$ cat src/rtl/hotp_truncator.sv
// Serial HMAC-SHA1 digest capture, HOTP dynamic truncation and bit-serial
// double-dabble conversion of the 31-bit result to packed BCD.
module hotp_truncator #(
    parameter int DIGITS = 6
) (
    input  logic                  clk,
    input  logic                  rst,
    input  logic                  start,
    input  logic                  digest_valid,
    input  logic                  digest_bit,
    output logic                  busy,
    output logic                  done,
    output logic [4*DIGITS-1:0]   digits,
    output logic [3:0]            offset
);

    localparam logic [2:0] ST_IDLE    = 3'd0;
    localparam logic [2:0] ST_CAPTURE = 3'd1;
    localparam logic [2:0] ST_SELECT  = 3'd2;
    localparam logic [2:0] ST_CONVERT = 3'd3;
    localparam logic [2:0] ST_DONE    = 3'd4;

    logic [2:0]          state_reg;
    logic [7:0]          bit_cnt_reg;
    logic [159:0]        d_reg;
    logic [30:0]         bin_reg;
    logic [39:0]         bcd_reg;
    logic [4:0]          iter_reg;
    logic [3:0]          off_reg;
    logic [4*DIGITS-1:0] digits_reg;
    logic [3:0]          offset_reg;

    logic [7:0]          sel_lsb;
    logic [30:0]         p_sel;
    logic [39:0]         bcd_adj;
    logic [39:0]         bcd_next;
    logic [30:0]         bin_next;

    // Bytes off..off+3 occupy D[158-8*off+1 : 128-8*off]; the MSB is dropped.
    assign sel_lsb = 8'd128 - {1'b0, d_reg[3:0], 3'b000};
    assign p_sel   = d_reg[sel_lsb +: 31];

    generate
        for (genvar gi = 0; gi < 10; gi++) begin : g_dabble
            assign bcd_adj[gi*4 +: 4] = (bcd_reg[gi*4 +: 4] >= 4'd5)
                                        ? bcd_reg[gi*4 +: 4] + 4'd3
                                        : bcd_reg[gi*4 +: 4];
        end
    endgenerate

    assign {bcd_next, bin_next} = {bcd_adj, bin_reg} << 1;

    always_ff @(posedge clk) begin
        if (rst) begin
            state_reg   <= ST_IDLE;
            bit_cnt_reg <= '0;
            d_reg       <= '0;
            bin_reg     <= '0;
            bcd_reg     <= '0;
            iter_reg    <= '0;
            off_reg     <= '0;
            digits_reg  <= '0;
            offset_reg  <= '0;
        end else if (start) begin
            state_reg   <= ST_CAPTURE;
            bit_cnt_reg <= '0;
            d_reg       <= '0;
            bin_reg     <= '0;
            bcd_reg     <= '0;
            iter_reg    <= '0;
            off_reg     <= '0;
            digits_reg  <= '0;
            offset_reg  <= '0;
        end else begin
            case (state_reg)
                ST_CAPTURE: begin
                    if (digest_valid) begin
                        d_reg       <= {d_reg[158:0], digest_bit};
                        bit_cnt_reg <= bit_cnt_reg + 8'd1;
                        if (bit_cnt_reg == 8'd159) begin
                            state_reg <= ST_SELECT;
                        end
                    end
                end
                ST_SELECT: begin
                    off_reg   <= d_reg[3:0];
                    bin_reg   <= p_sel;
                    bcd_reg   <= '0;
                    iter_reg  <= '0;
                    state_reg <= ST_CONVERT;
                end
                ST_CONVERT: begin
                    bcd_reg <= bcd_next;
                    bin_reg <= bin_next;
                    if (iter_reg == 5'd30) begin
                        // Outputs load straight from the final iteration.
                        digits_reg <= bcd_next[4*DIGITS-1:0];
                        offset_reg <= off_reg;
                        state_reg  <= ST_DONE;
                    end else begin
                        iter_reg <= iter_reg + 5'd1;
                    end
                end
                ST_IDLE, ST_DONE: begin
                end
                default: state_reg <= ST_IDLE;
            endcase
        end
    end

    assign busy   = (state_reg == ST_CAPTURE) || (state_reg == ST_SELECT) ||
                    (state_reg == ST_CONVERT);
    assign done   = (state_reg == ST_DONE);
    assign digits = digits_reg;
    assign offset = offset_reg;

endmodule

$ cat config.mk
export PLATFORM = sky130hd
export DESIGN_NAME = hotp_truncator
export DESIGN_NICKNAME = d
export VERILOG_FILES = /design/src/rtl/hotp_truncator.sv
export SDC_FILE = /design/constraint.sdc
export NUM_CORES = 1
export LEC_CHECK = 0
export CORE_ASPECT_RATIO = 0.7
export CORE_UTILIZATION = 45
export DETAILED_ROUTE_END_ITERATION = 10
export DONT_BUFFER_PORTS = 1
export PLACE_DENSITY_LB_ADDON = 0.3
export SLEW_MARGIN = 20
export SYNTH_ARGS = -nofsm -noshare
export SYNTH_HDL_FRONTEND = slang
export SYNTH_SLANG_ARGS = --single-unit
$ cat constraint.sdc
create_clock -name clk -period 3.1 [get_ports clk]
set_clock_uncertainty 0.1 [all_clocks]
set_input_delay 0.465 -clock clk [delete_from_list [all_inputs] [get_ports clk]]
set_output_delay 0.465 -clock clk [all_outputs]
set_load 0.05 [all_outputs]
==> impl_metrics.yaml <==
drt:
  dr_total_vias: 12400
  drc: 0
  drt_wl_total_microns: 41500
  routedWlPerCell_microns: 20.1
  ant_nets: 0
  firstDrtPassIters: 8
  drt_iter0_markers: 1632
  viasPerCell: 6.02
power:
  p_leak_nw: 4.75
  netSwitchingPower_mw: 1.61
  clkPwrFrac: 0.477
  p_per_area_nw_per_um2: 458
  power_mw: 7.00
  swShare: 0.231
  seq_power_share: 0.483
  vdd.ir_drop.worst_uv: 368
  combPwrFrac: 0.040
  p_int_mw: 5.39
floorplanning:
  die_area_sq_um: 31800
  rows: 53
  start_util: 0.462
  die_w_microns: 213
  die_y_microns: 150
  pin_count: 35
  core_area_sq_um: 30300
synth:
  syn_area_per_cell_sq_um: 8.23
  synthArstFlopShare: 0
  synthCells: 1700
  yosysWarnings: 0
  yosysSeqAreaShare: 0.376
  synth_area_leaders: "dfxtp_1 (38%), nand2_1 (12%), mux2i_1 (8.3%), a21oi_1 (7.6%), mux2_2 (4.8%)"
  yosysUniqueCellTypes: 56
  synth_area_sq_um: 14000
  synthFlopType: "dfxtp_1"
  syn_nets: 1721
  synth_top_area_share: 0.376
  synth_edf_count: 0
  ys_seq_elements: 263
  yosys.area.top_type: "dfxtp_1"
finish:
  nets: 1656
  area_growth_syn_to_layout_pct: 9.15
  layout.cells.most_common: "nand2_1"
  antenna_cells: 0
  layout_common_cells: "nand2_1 (433), dfxtp_1 (261), a21oi_1 (213), mux2i_1 (116), nor2_1 (67)"
  multi_input_area_sq_um: 8030
  utilization: 0.504
  fillers: 2905
  fin_cells: 2063
  finalInstanceArea_sq_um: 15300
  layout-drive-gt1-share: 0.119
  largest_register_ffs: 160
  register_area_sq_um: 5270
timing:
  rsz0062_at_grt: "no"
  period_needed_ns: 2.75
  finalCritPeriodShare: 0.887
  slew_headroom: 0.247
  final-max-slew-violation-count: 0
  worst_pin_slew_ns: 1.12
  fmax_ghz: 0.364
  final-setup-viol-count: 0
  setup_tns_ns: 0
  finalHoldViolCount: 0
clock_tree:
  cts_resized: 0
  cts_buffer_depth: 3
  clk_latency_ns: 0.55
  cts_tree: "yes"
  cts_buffers: 25
  htreeDepth: 1
  clk_pin_slew_worst_paths_ns: 0.06
  clock-root-buffer: "clkbuf_16"
  cts.sink_count: 263
global_routing:
  grt_pass1_wl_microns: 65100
  grt_pass1_vias: 11400
  overflow: 0
  grt_max_degree: 162
  antenna_found_initial: 0
  track_usage: 0.259
critical_path:
  crit_path_max_incr_delay_ns: 0.78
  start_kind: "flop"
  worstSetupPathType: "reg -> reg"
  required_ns: 3.46
  critPathCaptureType: "flop"
  crit_fanout: 12
  cp_data_arrival_time_ns: 3.11
  critical_path.slowest_cell: "xnor2_2"
  critical_path.cell_chain: "inv_2 > ha_4 > xnor2_2 > buf_4 > mux4_2 > inv_1 > a211oi_1 > nor4_1"
place:
  dpl_cell_area_sq_um: 14400
  place_inst: 2017
  io_buffers: 0
  place_congestion: 0.936
  place_hpwl_microns: 28000
run_status:
  status: "finished clean"
job:
  drv_cap: 0
worst_hold_path:
  hold_class: "in -> reg"
## power groups by stage
stage | clock network [mW] | logic [mW] | registers (mW)
floorplan | 0 | 0.194 | 3.46
global placement | 0 | 0.269 | 3.46
detailed placement | 0 | 0.271 | 3.46
CTS | 3.37 | 0.275 | 3.38
global route | 3.51 | 0.297 | 3.38
finish | 3.34 | 0.280 | 3.38
## cells by family (layout without fill, tap and decap cells)
group           Yosys count  in the layout  synth area share
fa+ha+maj                16             16            0.0143
flops                   263            263             0.376
simple gates            637            637             0.196
compound gates          398            398             0.171
buf+inv                 164            115            0.0541
mux                     207            207             0.179
xor+xnor                 15             15           0.00992
## metrics by stage
| stage | hold slack [ns] | setup WS (ns) |
|---|---|---|
| 3_3_place_gp | 0.346 | 0.385 |
| 5_1_grt | 0.176 | 0.181 |
| 2_1_floorplan | 0.328 | 0.118 |
| 6_report | 0.150 | 0.351 |
| 3_5_place_dp | 0.348 | 0.302 |
| 4_1_cts | 0.134 | 0.346 |
## worst max-delay path, delay by kind of cell, from the launching register on
family                     cells  cell delay (ns)
xor gates and xnor gates       1             0.78
and+or+nand+nor                1             0.18
AOI/OAI and AO/OA              1             0.07
DFF                            1             0.38
adders and majority gates      1             0.20
muxes                          1             0.50
buffers and inverters          3             0.45
## metal layers
metal | vias up | wire length (microns) | GRT usage
met4 | 0 | 743 | 0.0540
met2 | 591 | 16700 | 0.350
met3 | 66 | 4160 | 0.0516
met5 | - | 0 | 0
li1 | 5841 | - | -
met1 | 5931 | 19900 | 0.412
## cell usage after synthesis, drive strengths merged (9+ instances only)
| library cell | instances |
|---|---|
| nor3 | 21 |
| a221oi | 25 |
| mux2i | 116 |
| a211oi | 29 |
| nand2 | 433 |
| nor2b | 9 |
| ha | 16 |
| a31oi | 17 |
| o21ai | 49 |
| nor2 | 68 |
| and3 | 29 |
| mux4 | 28 |
| mux2 | 63 |
| o211ai | 29 |
| inv | 22 |
| a22oi | 20 |
| nand2b | 13 |
| a21oi | 213 |
| buf | 56 |
| xnor2 | 10 |
| nor3b | 12 |
| dfxtp | 263 |
| clkbuf | 86 |
| nand3 | 13 |
| or3 | 16 |
## final timing paths
| kind | startpoint | end | slack, ns | cells after the start |
|---|---|---|---|---|
| setup / recovery | d_reg[0] | bin_reg[3] | 0.35 | 8 |
| hold / removal | digest_valid | bit_cnt_reg[1] | 0.15 | 3 |
| setup reg to reg | d_reg[0] | bin_reg[3] | 0.35 | 8 |
| hold reg to reg | off_reg[1] | offset[1] | 0.36 | 2 |
## layout make-up
type                            count  share of cell area
Clock inverter                      8             0.00835
Clock buffer                       35              0.0493
Inverter                           22             0.00541
Timing Repair Buffer               50              0.0324
Multi-Input combinational cell   1273               0.526
Tap cell                          412              0.0337
Sequential cell                   263               0.345
## repair_timing
| item | in CTS | in global routing |
|---|---|---|
| hold endpoints to repair | 2 | 0 |
| buffers inserted | 0 | 0 |
| hold buffers | 3 | 0 |
(Power assumes the default switching activity.)
